**src/rtl/fp32_pkg.sv**
```systemverilog
// Shared IEEE-754 single-precision helpers: field extraction, operand classes,
// and the sequential divider's state encoding.
package fp32_pkg;

    localparam int unsigned W      = 32;
    localparam int unsigned EW     = 8;
    localparam int unsigned FW     = 23;
    localparam int unsigned MW     = 24;   // mantissa incl. hidden bit
    localparam int unsigned QW     = 26;   // quotient bits produced
    localparam int unsigned RW     = 25;   // remainder width (rem < 2*mb)
    localparam int unsigned XW     = 10;   // signed working exponent
    localparam int unsigned CW     = 5;    // iteration counter
    localparam int unsigned BIAS    = 127;
    localparam int unsigned EXP_MAX = 255;
    localparam logic [W-1:0] QNAN   = 32'h7FC0_0000;

    typedef enum logic [1:0] {
        CLS_ZERO,
        CLS_NORM,
        CLS_INF,
        CLS_NAN
    } fp_cls_e;

    typedef enum logic [2:0] {
        S_IDLE,
        S_PREP,
        S_DIV,
        S_ROUND,
        S_DONE
    } state_e;

    function automatic logic fp_sign(input logic [W-1:0] x);
        return x[W-1];
    endfunction

    function automatic logic [EW-1:0] fp_exp(input logic [W-1:0] x);
        return x[W-2:FW];
    endfunction

    function automatic logic [FW-1:0] fp_frac(input logic [W-1:0] x);
        return x[FW-1:0];
    endfunction

    // Denormals (exponent 0) are flushed and classified as zero.
    function automatic fp_cls_e fp_class(input logic [W-1:0] x);
        if (fp_exp(x) == '0)
            return CLS_ZERO;
        if (fp_exp(x) == EW'(EXP_MAX))
            return (fp_frac(x) != '0) ? CLS_NAN : CLS_INF;
        return CLS_NORM;
    endfunction

endpackage

```
**src/rtl/fdiv_mant_step.sv**
```systemverilog
// One restoring radix-2 division step: subtract the divisor if it fits,
// emit the quotient bit and shift the remainder left.
module fdiv_mant_step
    import fp32_pkg::*;
(
    input  logic [RW-1:0] i_rem,
    input  logic [MW-1:0] i_mb,
    output logic [RW-1:0] o_rem_next,
    output logic          o_qbit
);

    logic [RW:0]   w_trial;
    logic [RW-1:0] w_keep;

    assign w_trial    = {1'b0, i_rem} - (RW+1)'(i_mb);
    assign o_qbit     = ~w_trial[RW];
    assign w_keep     = o_qbit ? w_trial[RW-1:0] : i_rem;
    assign o_rem_next = w_keep << 1;

endmodule

```
**src/rtl/fdiv_seq.sv**
```systemverilog
// Iterative IEEE-754 single-precision divider z = a / b, one quotient bit per
// clock, with valid/ready handshakes on both sides.
module fdiv_seq
    import fp32_pkg::*;
#(
    parameter bit SPECIAL_FAST = 1'b1
) (
    input  logic          clk,
    input  logic          rst,
    input  logic          in_valid,
    output logic          in_ready,
    input  logic [W-1:0]  a,
    input  logic [W-1:0]  b,
    output logic          out_valid,
    input  logic          out_ready,
    output logic [W-1:0]  z,
    output logic          NAN,
    output logic          zero,
    output logic          underflow,
    output logic          overflow,
    output logic          div_by_zero
);

    state_e        r_state;
    logic [W-1:0]  r_a, r_b;
    logic          r_sign;
    logic [XW-1:0] r_exp;
    logic [MW-1:0] r_mb;
    logic [RW-1:0] r_rem;
    logic [QW-2:0] r_q;        // hidden bit shifts out; q[24:0] remains
    logic [CW-1:0] r_cnt;
    logic          r_spec;
    logic [W-1:0]  r_spec_z;
    logic [4:0]    r_spec_flags;  // {nan, zero, underflow, overflow, div_by_zero}
    logic          r_in_ready, r_out_valid;
    logic [W-1:0]  r_z;
    logic [4:0]    r_flags;

    fp_cls_e       w_ca, w_cb;
    logic          w_sign;
    logic [MW-1:0] w_ma, w_mb;
    logic          w_ma_lt;
    logic          w_spec;
    logic [W-1:0]  w_spec_z;
    logic [4:0]    w_spec_flags;
    logic [RW-1:0] w_rem_next;
    logic          w_qbit;
    logic          w_sticky, w_inc;
    logic [MW-1:0] w_frac_sum;
    logic [XW-1:0] w_exp_r;
    logic [W-1:0]  w_rnd_z;
    logic [4:0]    w_rnd_flags;

    fdiv_mant_step u_step (
        .i_rem      (r_rem),
        .i_mb       (r_mb),
        .o_rem_next (w_rem_next),
        .o_qbit     (w_qbit)
    );

    assign w_ca    = fp_class(r_a);
    assign w_cb    = fp_class(r_b);
    assign w_sign  = fp_sign(r_a) ^ fp_sign(r_b);
    assign w_ma    = {1'b1, fp_frac(r_a)};
    assign w_mb    = {1'b1, fp_frac(r_b)};
    assign w_ma_lt = (w_ma < w_mb);

    // Special operands, highest priority first.
    always_comb begin
        w_spec       = 1'b1;
        w_spec_z     = '0;
        w_spec_flags = '0;
        if (w_ca == CLS_NAN || w_cb == CLS_NAN ||
            (w_ca == CLS_ZERO && w_cb == CLS_ZERO) ||
            (w_ca == CLS_INF && w_cb == CLS_INF)) begin
            w_spec_z     = QNAN;
            w_spec_flags = 5'b10000;
        end else if (w_ca == CLS_INF || w_cb == CLS_ZERO) begin
            w_spec_z     = {w_sign, 8'hFF, 23'b0};
            w_spec_flags = {4'b0000, (w_cb == CLS_ZERO && w_ca == CLS_NORM)};
        end else if (w_ca == CLS_ZERO || w_cb == CLS_INF) begin
            w_spec_z     = {w_sign, 31'b0};
            w_spec_flags = 5'b01000;
        end else begin
            w_spec       = 1'b0;
        end
    end

    // Round to nearest even, then range-check the biased exponent.
    assign w_sticky   = (r_rem != '0);
    assign w_inc      = r_q[1] & (r_q[0] | w_sticky | r_q[2]);
    assign w_frac_sum = {1'b0, r_q[QW-2:2]} + MW'(w_inc);
    assign w_exp_r    = r_exp + XW'(w_frac_sum[MW-1]);

    always_comb begin
        w_rnd_z     = {r_sign, w_exp_r[EW-1:0], w_frac_sum[FW-1:0]};
        w_rnd_flags = '0;
        if (r_spec) begin
            w_rnd_z     = r_spec_z;
            w_rnd_flags = r_spec_flags;
        end else if ($signed(w_exp_r) >= $signed(XW'(EXP_MAX))) begin
            w_rnd_z     = {r_sign, 8'hFF, 23'b0};
            w_rnd_flags = 5'b00010;
        end else if ($signed(w_exp_r) <= $signed(XW'(0))) begin
            w_rnd_z     = {r_sign, 31'b0};
            w_rnd_flags = 5'b01100;
        end
    end

    always_ff @(posedge clk or posedge rst) begin
        if (rst) begin
            r_state      <= S_IDLE;
            r_a          <= '0;
            r_b          <= '0;
            r_sign       <= 1'b0;
            r_exp        <= '0;
            r_mb         <= '0;
            r_rem        <= '0;
            r_q          <= '0;
            r_cnt        <= '0;
            r_spec       <= 1'b0;
            r_spec_z     <= '0;
            r_spec_flags <= '0;
            r_in_ready   <= 1'b1;
            r_out_valid  <= 1'b0;
            r_z          <= '0;
            r_flags      <= '0;
        end else begin
            case (r_state)
                S_IDLE: begin
                    if (in_valid && r_in_ready) begin
                        r_a        <= a;
                        r_b        <= b;
                        r_in_ready <= 1'b0;
                        r_z        <= '0;
                        r_flags    <= '0;
                        r_state    <= S_PREP;
                    end
                end
                S_PREP: begin
                    r_sign       <= w_sign;
                    r_mb         <= w_mb;
                    r_rem        <= w_ma_lt ? {w_ma, 1'b0} : {1'b0, w_ma};
                    r_exp        <= XW'(fp_exp(r_a)) - XW'(fp_exp(r_b)) + XW'(BIAS)
                                    - XW'(w_ma_lt);
                    r_q          <= '0;
                    r_cnt        <= '0;
                    r_spec       <= w_spec;
                    r_spec_z     <= w_spec_z;
                    r_spec_flags <= w_spec_flags;
                    if (SPECIAL_FAST && w_spec) begin
                        r_z         <= w_spec_z;
                        r_flags     <= w_spec_flags;
                        r_out_valid <= 1'b1;
                        r_state     <= S_DONE;
                    end else begin
                        r_state     <= S_DIV;
                    end
                end
                S_DIV: begin
                    r_rem <= w_rem_next;
                    r_q   <= {r_q[QW-3:0], w_qbit};
                    r_cnt <= r_cnt + CW'(1);
                    if (r_cnt == CW'(QW-1))
                        r_state <= S_ROUND;
                end
                S_ROUND: begin
                    r_z         <= w_rnd_z;
                    r_flags     <= w_rnd_flags;
                    r_out_valid <= 1'b1;
                    r_state     <= S_DONE;
                end
                S_DONE: begin
                    if (out_ready) begin
                        r_out_valid <= 1'b0;
                        r_in_ready  <= 1'b1;
                        r_state     <= S_IDLE;
                    end
                end
                default: r_state <= S_IDLE;
            endcase
        end
    end

    assign in_ready    = r_in_ready;
    assign out_valid   = r_out_valid;
    assign z           = r_z;
    assign NAN         = r_flags[4];
    assign zero        = r_flags[3];
    assign underflow   = r_flags[2];
    assign overflow    = r_flags[1];
    assign div_by_zero = r_flags[0];

endmodule
```
**config.mk**
```make
export PLATFORM = sky130hd
export DESIGN_NAME = fdiv_seq
export DESIGN_NICKNAME = d
export VERILOG_FILES = /design/src/rtl/fp32_pkg.sv /design/src/rtl/fdiv_mant_step.sv /design/src/rtl/fdiv_seq.sv
export SDC_FILE = /design/constraint.sdc
export NUM_CORES = 1
export LEC_CHECK = 0
export CORE_MARGIN = 5
export CORE_UTILIZATION = 47
export CTS_CLUSTER_SIZE = 12
export DETAILED_ROUTE_END_ITERATION = 7
export DONT_BUFFER_PORTS = 1
export GPL_TIMING_DRIVEN = 0
export PLACE_DENSITY = 0.58
export SLEW_MARGIN = 20
export SYNTH_ARGS = -nofsm -noshare
export SYNTH_HDL_FRONTEND = slang
export SYNTH_SLANG_ARGS = --single-unit
```
**constraint.sdc**
```tcl
create_clock -name clk -period 7.7 [get_ports clk]
set_input_delay 1.54 -clock clk [delete_from_list [all_inputs] [get_ports clk]]
set_output_delay 1.54 -clock clk [all_outputs]
set_load 0.02 [all_outputs]
```
### Word level (Yosys, flattened, before mapping)

Index checks and enable logic that the tools add are counted.

| word-level totals | value |
|---|---|
| register bits after elaboration | 234 |
| output and inout bits | 39 |
| logic and storage cells | 126 |
| bits of input ports | 68 |

| operators by class | value |
|---|---|
| reduce and logical (&&, ||, !) cells | 26 |
| equality and inequality tests | 16 |
| mux-type cells | 53 |
| bitwise gates (word level) | 5 |
| $add $sub $neg | 7 |
| $lt $le $gt $ge | 3 |

Operators by type and width:

| kind | count |
|---|---|
| $mux W32 | 6 |
| $pmux W25 S2 | 2 |
| $pmux W32 S3 | 1 |
| $mux W31 | 2 |
| $reduce_bool A23 Y1 | 2 |
| $sub A25 B24 Y26 | 1 |
| $mux W25 | 1 |
| $reduce_bool A25 Y1 | 1 |
| $add A23 B1 Y24 | 1 |
| $lt A24 B24 Y1 | 1 |
| $mux W24 | 1 |
| $mux W5 | 4 |
| $eq A8 B8 Y1 const B | 2 |
| $logic_not A8 Y1 | 2 |
| $mux W2 | 8 |
| $mux W4 | 4 |
| $mux W1 | 15 |
| $pmux W3 S5 | 1 |
| $pmux W5 S3 | 1 |
| $mux W3 | 4 |
| $reduce_and A3 Y1 | 4 |
| $add A10 B1 Y10 | 1 |
| $add A9 B8 Y10 const B | 1 |
| $ge A10 B9 Y1 const B | 1 |
| 25 further kinds | 43 |

### Longest topological paths before layout

| logic depth | value |
|---|---|
| depth in word-level cells | 12 |
| depth in mapped cells | 19 |
| depth with buffers taken out | 17 |

### Cells and area by module

From an unflattened synthesis, not the netlist that was laid out.

| second synthesis, totals | value |
|---|---|
| cell total of the unflattened synthesis | 1,196 |
| area total of the unflattened synthesis | 12,017.8 sq um |

Modules (own cells, without submodules):

| module | cells an instance | instances | sequential area each (sq um) | area an instance (sq um) |
|---|---|---|---|---|
| fdiv_seq | 947 | 1 | 5,056.1 | 10,113.4 |
| fdiv_mant_step | 249 | 1 | 0.0 | 1,904.3 |

### Worst setup path after synthesis

OpenSTA, ideal clock, no wires.

| timing path | value |
|---|---|
| path kind | register -> register |
| start | reg r_a[11] |
| end | reg r_exp[9] |
| clock period less this slack | 3,646 ps |
| setup slack | 4,054 ps |
| data required time | 7,590 ps |
| library setup time | 110 ps |
| stages on the path, launching flop included | 19 |
| arrival | 3,536 ps |
| path buffers | 2 |
| path through | dfrtp_1 > ha_1 > a211oi_1 > nor2_1 > o221ai_1 > a21oi_1 > a221o_1 > buf_2 > buf_2 > ha_1 > ha_1 > fa_1 > a21oi_1 > nor2_1 > nor2_1 > o21bai_1 > a21oi_1 > nor2b_1 > o41ai_1 |

| between the ends | value |
|---|---|
| cells in the longest elaborated chain, start to end | 2 |

Ends and longest elaborated chain:

| item | RTL line | source |
|---|---|---|
| start: declaration | fdiv_seq.sv:25 | `logic [W-1:0] r_a, r_b;` |
| start signal: assignment | fdiv_seq.sv:113 | `r_a <= '0;` |
| start signal: assignment | fdiv_seq.sv:132 | `r_a <= a;` |
| $lt A24 B24 Y1 | fdiv_seq.sv:66 | `assign w_ma_lt = (w_ma < w_mb);` |
| $sub A10 B1 Y10 | fdiv_seq.sv:145 | `- XW'(w_ma_lt);` |
| end signal: assignment | fdiv_seq.sv:144 | `r_exp <= XW'(fp_exp(r_a)) - XW'(fp_exp(r_b)) + XW'(BIAS)` |
| end: declaration | fdiv_seq.sv:27 | `logic [XW-1:0] r_exp;` |

No other way between the ends.
A chain may end at the register's enable or synchronous reset.

### Worst setup path in the final report

| timing path | value |
|---|---|
| start | reg r_q[4] |
| end | reg r_z[20], in the netlist z[20] |

| between the ends | value |
|---|---|
| cells in the longest elaborated chain, start to end | 7 |

Ends and longest elaborated chain:

| item | RTL line | source |
|---|---|---|
| start: declaration | fdiv_seq.sv:30 | `logic [QW-2:0] r_q;` |
| start signal: assignment | fdiv_seq.sv:162 | `r_q <= {r_q[QW-3:0], w_qbit};` |
| $add A23 B1 Y24 (*) | fdiv_seq.sv:92 | `assign w_frac_sum = {1'b0, r_q[QW-2:2]} + MW'(w_inc);` |
| $add A10 B1 Y10 | fdiv_seq.sv:93 | `assign w_exp_r = r_exp + XW'(w_frac_sum[MW-1]);` |
| $le A10 B1 Y1 | fdiv_seq.sv:104 | `end else if ($signed(w_exp_r) <= $signed(XW'(0))) begin` |
| $mux W31 | fdiv_seq.sv:104 |  |
| $mux W31 (*) | fdiv_seq.sv:101 | `end else if ($signed(w_exp_r) >= $signed(XW'(EXP_MAX))) begin` |
| $mux W32 (*) | fdiv_seq.sv:98 | `if (r_spec) begin` |
| $pmux W32 S3 (*) | fdiv_seq.sv:129 | `case (r_state)` |
| end signal: assignment | fdiv_seq.sv:152 | `r_z <= w_spec_z;` |
| end signal: assignment | fdiv_seq.sv:168 | `r_z <= w_rnd_z;` |
| end: declaration | fdiv_seq.sv:36 | `logic [W-1:0] r_z;` |

Every way passes the cells marked *; elsewhere a longest branch is shown, timed or not.

==> metrics.txt <==
# TYPE chip_impl_metric gauge
chip_impl_info{name="status",value="finished, final reports clean"} 1
chip_impl_metric{name="totalWireLength",unit="mm"} 28.7
chip_impl_metric{name="post-route-util",unit="%"} 53.4
chip_impl_metric{name="seq_area_frac_synth",unit="%"} 44.8
chip_impl_metric{name="critical_path_peak_fanout",unit=""} 10
chip_impl_metric{name="layout.filler_cells",unit=""} 2234
chip_impl_metric{name="die_area",unit="mm^2"} 0.0272
chip_impl_metric{name="postSynthAreaPerCell",unit="um^2"} 9.58
chip_impl_metric{name="drc",unit=""} 0
chip_impl_metric{name="core_area",unit="mm^2"} 0.0235
chip_impl_metric{name="floorplan.die.height",unit="um"} 165
chip_impl_metric{name="max_stage_delay",unit="ns"} 0.43
chip_impl_metric{name="initial_drc_count",unit=""} 699
chip_impl_metric{name="post_cts_resize_count",unit=""} 0
chip_impl_metric{name="synth_edf_count",unit=""} 0
chip_impl_metric{name="die_width",unit="um"} 165
chip_impl_metric{name="skew_pair_late_insertion_delay",unit="ns"} 0.51
chip_impl_metric{name="antenna_violations_before_repair",unit=""} 1
chip_impl_info{name="timing.critical_path.to_type",value="flip-flop"} 1
chip_impl_metric{name="critical_path_required",unit="ns"} 8.07
chip_impl_info{name="ctsRootBufferMaster",value="sky130_fd_sc_hd__clkbuf_16"} 1
chip_impl_metric{name="timing.final.setup_violations",unit=""} 0
chip_impl_metric{name="globalplace.congestion",unit=""} 0.903
chip_impl_metric{name="start_util",unit="%"} 48.0
chip_impl_info{name="path_common_cell",value="sky130_fd_sc_hd__and3_1"} 1
chip_impl_metric{name="pwr_density_cell",unit="mW/mm^2"} 381
chip_impl_metric{name="wire_per_inst",unit="um"} 18.6
chip_impl_info{name="hold_path.class",value="reg -> reg"} 1
chip_impl_metric{name="layout_worst_path_cycle_share",unit="%"} 55.9
chip_impl_info{name="cts_tree",value="yes"} 1
chip_impl_info{name="dominantRegCellSynth",value="sky130_fd_sc_hd__dfrtp_1"} 1
chip_impl_info{name="critPathTopFamily",value="simple AND/OR/NAND/NOR gates"} 1
chip_impl_info{name="unrepaired_setup_endpoints_after_global_routing",value="no"} 1
chip_impl_metric{name="timing.max_cap.violations",unit=""} 0
chip_impl_metric{name="grt.overflow.total",unit=""} 0
chip_impl_metric{name="yosysUniqueCellTypes",unit=""} 69
chip_impl_metric{name="worst_clock_skew",unit="ns"} 0.0127
chip_impl_metric{name="dp_hpwl",unit="mm"} 21.7
chip_impl_metric{name="leak",unit="nW"} 5.80
chip_impl_metric{name="slew_violations",unit=""} 0
chip_impl_metric{name="tritoncts.num_buffers",unit=""} 24
chip_impl_metric{name="fin_crit",unit="ns"} 4.31
chip_impl_metric{name="final_nets",unit=""} 1345
chip_impl_metric{name="largest_net_degree_at_the_start_of_global_routing",unit=""} 79
chip_impl_metric{name="drtPass1Iterations",unit=""} 7
chip_impl_metric{name="layout-area-overhead-vs-synth",unit="%"} 11.4
chip_impl_metric{name="ys_seq_elements",unit=""} 202
chip_impl_metric{name="wire_length_of_the_first_global_routing_pass",unit="mm"} 47.2
chip_impl_info{name="worstSetupStartpointType",value="flip-flop"} 1
chip_impl_metric{name="postSynthNetCount",unit=""} 1317
chip_impl_metric{name="num_antenna_cells",unit=""} 0
chip_impl_info{name="worstSetupPathType",value="reg -> reg"} 1
chip_impl_metric{name="yosys_warnings",unit=""} 0
chip_impl_info{name="cp_slowest_cell",value="sky130_fd_sc_hd__dfrtp_1"} 1
chip_impl_metric{name="postSynthCellCount",unit=""} 1179
chip_impl_metric{name="cts.reportedPaths.clkPinSlew",unit="ns"} 0.06
chip_impl_metric{name="io_pins",unit=""} 107
chip_impl_metric{name="cts_htree_levels",unit=""} 1
chip_impl_metric{name="post_drt_via_cell_ratio",unit=""} 5.66
chip_impl_metric{name="first_global_vias",unit=""} 8778
chip_impl_metric{name="crit_buf_inv",unit=""} 1
chip_impl_metric{name="clockBufferDepth",unit=""} 3
chip_impl_metric{name="layout-drive-gt1-share",unit="%"} 9.06
chip_impl_metric{name="multiInputGateArea",unit="mm^2"} 0.00570
chip_impl_metric{name="cts_setup_buffers",unit=""} 0
chip_impl_metric{name="ant_nets",unit=""} 0
chip_impl_metric{name="io_buffers",unit=""} 0
chip_impl_metric{name="cp.arrival",unit="ns"} 4.68
chip_impl_metric{name="cts_hold_repair.buffers",unit=""} 0
chip_impl_metric{name="timing.slew.headroom",unit="%"} 44.9
chip_impl_metric{name="finalHoldViolCount",unit=""} 0
chip_impl_metric{name="post_synth_instance_area",unit="mm^2"} 0.0113
chip_impl_metric{name="total_power",unit="W"} 0.00479
chip_impl_metric{name="actual_transition_at_the_worst_max_transition_pin",unit="ns"} 0.819
chip_impl_info{name="cell_chain_of_the_critical_path",value="and3_1, and3_1, and2_1, and3_1, and3_1, and3_1, ha_1, ha_1, xor2_1, nand4_1, or3_1, o31ai_1, or4_1, clkbuf_1, o21ai_0"} 1
chip_impl_metric{name="async_reset_ff_share",unit="%"} 100
chip_impl_metric{name="gr-usage-all-layers",unit="%"} 21.7
chip_impl_metric{name="std_cell_rows",unit=""} 56
chip_impl_metric{name="regArea",unit="mm^2"} 0.00506
chip_impl_metric{name="detailroute.via_count",unit=""} 8740
chip_impl_metric{name="clock-sinks",unit=""} 202
chip_impl_metric{name="maxClockFrequency",unit="GHz"} 0.232
chip_impl_metric{name="vdd.ir_drop.worst",unit="mV"} 0.195
[kinds of logic (layout without fill, tap and decap cells)]
family	Yosys count	count (layout)	synth area share [%]
flip-flops	202	202	44.8
buffers and inverters	130	176	4.81
adder cells (fa/ha/maj)	70	70	7.95
multiplexers	57	57	5.45
AO/OA/AOI/OAI	322	322	18.4
AND/OR/NAND/NOR	341	341	14.2
XOR/XNOR	57	57	4.42
[cell usage after synthesis, types with 3 or more instances]
cell                         n  area share, %
sky130_fd_sc_hd__buf_6       5           0.50
sky130_fd_sc_hd__xor2_1     30            2.3
sky130_fd_sc_hd__and4_1      5           0.39
sky130_fd_sc_hd__o211ai_1    5           0.33
sky130_fd_sc_hd__a211o_1     9           0.70
sky130_fd_sc_hd__dfrtp_1   201             45
sky130_fd_sc_hd__o22ai_1     5           0.28
sky130_fd_sc_hd__a22oi_1     4           0.27
sky130_fd_sc_hd__o31ai_1     3           0.20
sky130_fd_sc_hd__o21a_1      7           0.47
sky130_fd_sc_hd__nor3_1     13           0.58
sky130_fd_sc_hd__o311ai_0    4           0.31
sky130_fd_sc_hd__inv_1      78            2.6
sky130_fd_sc_hd__nand3_1    23            1.0
sky130_fd_sc_hd__mux2i_1    21            1.9
sky130_fd_sc_hd__and3_1     17           0.94
sky130_fd_sc_hd__nor2_1     50            1.7
sky130_fd_sc_hd__buf_1       4           0.13
sky130_fd_sc_hd__o21ai_0   131            5.8
sky130_fd_sc_hd__and2_1      8           0.44
sky130_fd_sc_hd__nand2b_1    7           0.39
sky130_fd_sc_hd__nand2_1   156            5.2
sky130_fd_sc_hd__ha_1       67            7.4
sky130_fd_sc_hd__nor2b_1     7           0.39
sky130_fd_sc_hd__xnor2_1    27            2.1
sky130_fd_sc_hd__o21bai_1    5           0.33
sky130_fd_sc_hd__a221o_1    15            1.3
sky130_fd_sc_hd__fa_1        3           0.53
sky130_fd_sc_hd__a21oi_1    63            2.8
sky130_fd_sc_hd__mux2_2     36            3.6
sky130_fd_sc_hd__or4_1       3           0.20
sky130_fd_sc_hd__a211oi_1    6           0.40
sky130_fd_sc_hd__nand4_1    20            1.1
sky130_fd_sc_hd__a22o_1     22            1.7
sky130_fd_sc_hd__buf_2       3           0.13
sky130_fd_sc_hd__nor4_1     20            1.1
sky130_fd_sc_hd__a21o_1     15            1.0
sky130_fd_sc_hd__clkbuf_1   38            1.3
[cells in the final DEF (no fill, tap or decap), types with 23 or more instances in the layout]
cell type / netlist / layout
sky130_fd_sc_hd__a21oi_1: 63 / 63
sky130_fd_sc_hd__clkbuf_1: 38 / 43
sky130_fd_sc_hd__clkbuf_16: 0 / 25
sky130_fd_sc_hd__dfrtp_1: 201 / 201
sky130_fd_sc_hd__ha_1: 67 / 67
sky130_fd_sc_hd__inv_1: 78 / 77
sky130_fd_sc_hd__mux2_2: 36 / 36
sky130_fd_sc_hd__nand2_1: 156 / 156
sky130_fd_sc_hd__nand3_1: 23 / 23
sky130_fd_sc_hd__nor2_1: 50 / 50
sky130_fd_sc_hd__o21ai_0: 131 / 131
sky130_fd_sc_hd__xnor2_1: 27 / 27
sky130_fd_sc_hd__xor2_1: 30 / 30
[where the power goes]
part,switching (W),internal (W),leakage (nW),total (W)
combinational,0.00108,0.000866,2.86,0.00194
sequential,0.000349,0.00134,2.54,0.00169
clock,0.000449,0.000709,0.406,0.00116
total,0.00188,0.00292,5.80,0.00479
[tightest hold or removal path: stages (launching register included)]
cell and delay [ns]:
sky130_fd_sc_hd__dfrtp_1 0.32, sky130_fd_sc_hd__inv_1 0.06, sky130_fd_sc_hd__nand2_1 0.05
[sequential cells by signal (all words and copies together) (netlist names)]
signal,flops
in_ready,1
out_valid,1
z,32
r_b,32
r_rem,25
r_spec_z,3
r_q,25
r_spec_flags,2
r_a,32
r_spec,1
r_flags,5
r_state,3
r_mb,24
r_sign,1
r_exp,10
r_cnt,5
[per-layer routing]
| metal | share of wire [%] | track usage [%] | vias up |
|---|---|---|---|
| li1 | - | - | 4284 |
| met1 | 49 | 32.6 | 4221 |
| met2 | 43 | 32.3 | 198 |
| met3 | 6.1 | 4.24 | 35 |
| met4 | 1.9 | 4.88 | 2 |
| met5 | 0.045 | 0 | - |
[final timing paths]
path / start / to / slack (ns) / cells past startpoint
worst max register to register: r_q[4] / z[20] / 3.39 / 15
worst max-delay path: r_q[4] / z[20] / 3.39 / 15
worst min register to register: r_mb[23] / r_mb[23] / 0.46 / 2
max in group asynchronous: rst / in_ready / 6.08 / 2
worst min-delay path: r_mb[23] / r_mb[23] / 0.46 / 2
min in group asynchronous: rst / r_mb[11] / 0.88 / 1
[cell type report]
class,instances,share of cell area (%)
sequential,202,40.2
clock buffer,35,5.67
timing repair buffer,2,0.438
buffer,52,1.99
inverter,78,2.39
clock inverter,9,0.816
multi-input combinational,847,45.3
tap,319,3.17
[metrics by stage]
step | instance area, um^2 | setup TNS (ns) | cells | hold slack [ns] | setup WS (ns)
3_3_place_gp | 11700 | -365.60 | 1498 | 0.441 | -1.83
2_1_floorplan | 11300 | 0 | 1179 | 0.418 | 0.651
3_5_place_dp | 11800 | 0 | 1500 | 0.445 | 3.43
6_report | 12600 | 0 | 1544 | 0.458 | 3.39
4_1_cts | 12600 | 0 | 1544 | 0.461 | 3.41
5_1_grt | 12600 | 0 | 1544 | 0.498 | 2.93
Power figures use the tool's default switching activity.
